## src/rtl/paula_iack_sequencer.sv

```systemverilog
// Interrupt-acknowledge sequencer: debounces the IPL lines toward the CPU and
// answers CPU-space IACK cycles with a delayed autovector (VPA) or a bus error.
module paula_iack_sequencer #(
  parameter int VPA_DELAY = 3
) (
  input  logic       clk,
  input  logic       reset,
  input  logic       clk7_en,
  input  logic [2:0] ipl_n_in,
  input  logic       cpu_as_n,
  input  logic [2:0] cpu_fc,
  input  logic [2:0] cpu_addr,
  output logic [2:0] ipl_n_out,
  output logic       vpa_n,
  output logic       berr_n,
  output logic [2:0] iack_level,
  output logic       iack_done,
  output logic [1:0] o_dbg_state
);

  if (VPA_DELAY < 1 || VPA_DELAY > 15) begin : g_bad_delay
    $error("VPA_DELAY must be in 1..15");
  end

  typedef enum logic [1:0] {
    S_IDLE = 2'd0,
    S_WAIT = 2'd1,
    S_ACK  = 2'd2,
    S_SPUR = 2'd3
  } state_t;

  localparam logic [3:0] CNT_LOAD = 4'(VPA_DELAY - 1);

  state_t     r_state;
  state_t     w_next;
  logic [3:0] r_cnt;
  logic [2:0] r_sample;
  logic [2:0] r_ipl_out;
  logic [2:0] r_req_lvl;
  logic [2:0] r_iack_level;
  logic       w_iack_cycle;
  logic       w_req_ok;
  logic [2:0] w_pend_lvl;

  // Bus handshake: the CPU holds AS low for the whole acknowledge; the
  // sequencer answers with VPA (valid level) or BERR (spurious) and keeps that
  // strobe low until AS is seen high on a tick, which ends the transaction.
  assign w_iack_cycle = !cpu_as_n && (cpu_fc == 3'b111);
  assign w_pend_lvl   = ~r_ipl_out;
  assign w_req_ok     = (cpu_addr != 3'd0) && (cpu_addr <= w_pend_lvl);

  always_ff @(posedge clk or posedge reset) begin
    if (reset) begin
      r_state <= S_IDLE;
    end else if (clk7_en) begin
      r_state <= w_next;
    end
  end

  always_comb begin
    w_next = r_state;
    case (r_state)
      S_IDLE: begin
        if (w_iack_cycle) begin
          w_next = w_req_ok ? S_WAIT : S_SPUR;
        end
      end
      S_WAIT: begin
        if (cpu_as_n) begin
          w_next = S_IDLE;
        end else if (r_cnt == 4'd0) begin
          w_next = S_ACK;
        end
      end
      S_ACK, S_SPUR: begin
        if (cpu_as_n) begin
          w_next = S_IDLE;
        end
      end
      default: w_next = S_IDLE;
    endcase
  end

  always_comb begin
    vpa_n     = (r_state != S_ACK);
    berr_n    = (r_state != S_SPUR);
    iack_done = clk7_en && (r_state == S_ACK) && cpu_as_n;
  end

  // The filter keeps sampling during a transaction so a level that settled
  // meanwhile is released on the first idle tick.
  always_ff @(posedge clk or posedge reset) begin
    if (reset) begin
      r_sample  <= 3'b111;
      r_ipl_out <= 3'b111;
    end else if (clk7_en) begin
      r_sample <= ipl_n_in;
      if (r_state == S_IDLE && ipl_n_in == r_sample) begin
        r_ipl_out <= ipl_n_in;
      end
    end
  end

  always_ff @(posedge clk or posedge reset) begin
    if (reset) begin
      r_cnt        <= 4'd0;
      r_req_lvl    <= 3'd0;
      r_iack_level <= 3'd0;
    end else if (clk7_en) begin
      if (r_state == S_IDLE && w_iack_cycle) begin
        r_req_lvl <= cpu_addr;
        r_cnt     <= CNT_LOAD;
      end else if (r_state == S_WAIT && !cpu_as_n && r_cnt != 4'd0) begin
        r_cnt <= r_cnt - 4'd1;
      end
      if (r_state == S_ACK && cpu_as_n) begin
        r_iack_level <= r_req_lvl;
      end
    end
  end

  assign ipl_n_out   = r_ipl_out;
  assign iack_level  = r_iack_level;
  assign o_dbg_state = r_state;

endmodule

```

## config.mk

```make
export PLATFORM = sky130hd
export DESIGN_NAME = paula_iack_sequencer
export DESIGN_NICKNAME = d
export VERILOG_FILES = /design/src/rtl/paula_iack_sequencer.sv
export SDC_FILE = /design/constraint.sdc
export NUM_CORES = 1
export LEC_CHECK = 0
export BUFFER_PORTS_ARGS = -buffer_cell sky130_fd_sc_hd__buf_2
export CELL_PAD_IN_SITES_DETAIL_PLACEMENT = 0
export CELL_PAD_IN_SITES_GLOBAL_PLACEMENT = 2
export CORE_MARGIN = 5
export CORE_UTILIZATION = 36
export CTS_CLUSTER_SIZE = 16
export DETAILED_ROUTE_END_ITERATION = 12
export PLACE_DENSITY = 0.91
export SYNTH_ARGS = -nofsm -noshare
export SYNTH_HDL_FRONTEND = slang
export SYNTH_SLANG_ARGS = --single-unit
export TNS_END_PERCENT = 10
```

## constraint.sdc

```tcl
create_clock -name clk -period 3.75 [get_ports clk]
set_input_delay 1.125 -clock clk [delete_from_list [all_inputs] [get_ports clk]]
set_output_delay 1.125 -clock clk [all_outputs]
set_load 0.01 [all_outputs]
```

# == Yosys cells after proc, flatten, opt, wreduce, memory -nomap -nowiden ==
# Cells that the tools add are included.
# op_classes
addsub,1
eq_ne,10
n_reduce_logical,21
bitwise,1
n_lt_le_gt_ge,1
n_mux,8
# op_table
cell,count
2-bit 2-to-1 mux,5
1-bit logical AND,9
4-bit 2-to-1 mux,2
"2-bit inequality test, second input constant",4
2-bit AND reduction,4
2-bit case mux with 3 select lines,1
"2-bit equality test, second input constant",2
4-bit zero test,1
4-bit AND reduction,1
4-bit nonzero test,1
"4-bit by 1-bit subtractor with 4-bit output, second input constant",1
3-bit equality test,1
"3-bit equality test, second input constant",1
3-bit <= comparator,1
"3-bit inequality test, second input constant",1
3-bit inverter,1
3-bit nonzero test,1
"2-bit by 1-bit equality test with 1-bit output, second input constant",1
2-bit zero test,1
2-bit nonzero test,1
2-bit OR reduction,1
1-bit zero test,1
# word_totals
register_bits,18
inputBits,13
word_cells,48
output_inout_bits,11

# == Logic depth before layout (Yosys ltp) ==
# logic_depth
word_depth,6
mapped_depth,5

# == Least setup slack after synthesis ==
# OpenSTA, ideal clock, no wires.
# synth_path
path_type,input-to-output
from,input clk7_en
to,output iack_done
n_path_buf,1
cell_stages,4
arrival_ns,1.695
slack_ns,0.930
path_cell_list,buf_6 -> nand2_1 -> or2_2 -> inv_1
# synth_via
elab_chain_len,2
# synth_lines
element,line,source
"start, declared",8,"input logic clk7_en,"
1-bit logical AND (2 in a row),87,iack_done = clk7_en && (r_state == S_ACK) && cpu_as_n;
"end, declared",17,"output logic iack_done,"
# No other way between the ends.

# == Final worst setup path ==
# Same ends and word-level chain as after synthesis.

==> out/qor.yml <==
clock_path_buffers: 2
routabilityCongestion: 0.732
cp-startpoint: "clk7_en"
p_leak_nw: 0.557
synth.avg_cell_area_um2: 11.9
design.core.area_um2: 2710
register_area_um2: 458
drc: 0
wl_per_cell_um: 14.1
ant_nets: 0
p_switching_mw: 0.192
synth_edf_count: 0
numCtsBuffers: 3
period_share: 0.811
setup.worst_path.class: "input pin to primary output"
p_int_mw: 0.436
min_from: "iack_level[1]$_DFFE_PP0P_"
hpwl_um: 1600
seq_power_share: 0.487
die_width_um: 62.7
synth_top_cell_by_area: "dfrtp_1"
totalWireLength_um: 1990
ys_top_cells_by_area: "dfrtp_1 (30%), dfstp_2 (16%), mux2_2 (11%)"
p_comb_frac: 0.323
netlist_area_um2: 998
stdcell_count: 141
clkTransAtPathRegs_ps: 100
antenna_cells: 0
worstReg2RegEnd: "ipl_n_out[0]$_DFFE_PP1P_"
fmax_mhz: 329
start_kind: "input pin"
seq_area_frac_synth: 0.459
worstRegToRegCells: 3
ys_ff_latch: 18
antenna_found_initial: 0
dpl.cell_count: 137
slew_viol_final: 0
final_layout_size_suffix_gt1_frac: 0.464
syn_nets: 101
nets: 128
finalHoldViolations: 0
use_met2: 0.184
layout_min_cycle_time_ps: 3040
worstHoldPathType: "register to register"
overflow: 0
cp_data_required_time_ps: 2620
ctsResizeCount: 0
irDropWorstVdd_mv: 0.358
rsz0062_at_grt: "false"
cts_tree: "done"
via_count: 715
worstPathMaxFanout: 10
hold_path_end: "iack_level[1]$_DFFE_PP0P_"
fin_skew_ps: 1.43
row_count: 19
tns_ps: 0
yosysUniqueCellTypes: 33
ioPinCount: 24
setup_viol: 0
grt_most_used_layer: "met2"
n_fill_cell: 285
die_area_um2: 3930
synth_cells: 84
netSwitchingFraction: 0.305
multi_input_area_um2: 507
arrival_ps: 1920
routed_via_density: 5.07
status: "completed"
post_cts_buffers: 0
end_kind: "primary output"
tightest_slew_ps: 725
cts_max_level: 1
p_clk_frac: 0.190
ys_async_sr_fraction: 1.00
ys_warn_count: 0
hold_depth: 1
reg2reg_slack_ps: 1840
first_pass_iters: 4
r2r-start: "o_dbg_state[1]$_DFFE_PP0P_"
syn2layout_area_growth_pct: 17.9
drt_iter0_drc: 15
ys.flop_type: "dfrtp_1"
grt_usage: 0.105
grt_pass1_vias: 723
grt_first_pass_wirelength_um: 3280
die_h_um: 62.7
clockRootBuffer: "clkbuf_4"
p_per_area_nw_per_um2: 533
hold_buffers: 0
hold_ws_ps: 516
clock_latency_ps: 290
grt_max_degree: 19
met3_usage: 0.0198
drv_cap: 0
maxSlewHeadroom: 0.515
grt_use_met1: 0.120
post-route-util: 0.434
clock_sinks: 18
portBuffers: 23
synth_top_area_share: 0.301
start_util: 0.368
-- worst max-delay path: stages --
cell and delay, ps:
buf_2 180, nand2_1 80, or2_2 350, inv_1 60, buf_2 120
-- registers in the layout, summed over array words and instances, names as in the netlist --
name,flops
o_dbg_state,2
ipl_n_out,3
iack_level,3
r_cnt,4
r_sample,3
r_req_lvl,3
-- how the worst max path moves through the flow --
stage / slack, ps / end
detailed placement: 690 / iack_done
global placement: 710 / iack_done
global route: 600 / iack_done
finish: 710 / iack_done
floorplan: 930 / iack_done
CTS: 690 / iack_done
-- through the flow --
| step | setup slack [ps] | total power [mW] | area [um2] |
|---|---|---|---|
| final | 708 | 0.628 | 1180 |
| after global routing | 597 | 0.676 | 1180 |
| after floorplan | 930 | 0.443 | 998 |
| after global placement | 714 | 0.507 | 1140 |
| after CTS | 694 | 0.641 | 1180 |
| after detailed placement | 691 | 0.518 | 1140 |
-- cells in the final DEF (no fill, tap or decap), drive strengths merged, types with 4 or more instances in the layout --
cell and n:
inv 6, mux2 13, buf 23, dfrtp 12, ha 4, clkbuf 4
dfstp 6
-- cell usage after synthesis (all sizes together), types with 2 or more instances --
master,count
nand3b,2
inv,6
mux2,13
dfrtp,12
o2bb2ai,2
or3b,3
or4,2
nor2b,2
ha,4
nor2,3
nand2b,2
dfstp,6
nand2,2
o31ai,2
nor3b,3
o21ai,3
nand4b,2
xor2,3
-- metal layers --
| layer | vias to the layer above | share of wire |
|---|---|---|
| li1 | 361 | - |
| met1 | 343 | 0.43 |
| met2 | 9 | 0.53 |
| met3 | 2 | 0.031 |
| met4 | 0 | 0.0086 |
| met5 | - | 0 |
-- power groups by stage --
stage / combinational, mW / clock (mW) / sequential, mW
finish: 0.203 / 0.119 / 0.306
global route: 0.225 / 0.133 / 0.317
CTS: 0.208 / 0.125 / 0.308
detailed placement: 0.206 / 0 / 0.311
global placement: 0.199 / 0 / 0.308
floorplan: 0.127 / 0 / 0.317
-- logic make-up after synthesis --
logic type / share of synthesized area
adders and majority gates: 0.0501
muxes: 0.158
AOI/OAI and AO/OA: 0.0940
buffers and inverters: 0.0338
DFF: 0.459
xor gates and xnor gates: 0.0263
and+or+nand+nor: 0.179
-- layout make-up --
type	count	share of cell area
flip-flops and latches	18	0.389
inverters	6	0.0191
repair buffers	23	0.0978
clock buffers	4	0.0308
well taps	31	0.0329
multi-input cells	59	0.430
No activity file was read; power rests on OpenSTA's default activity.
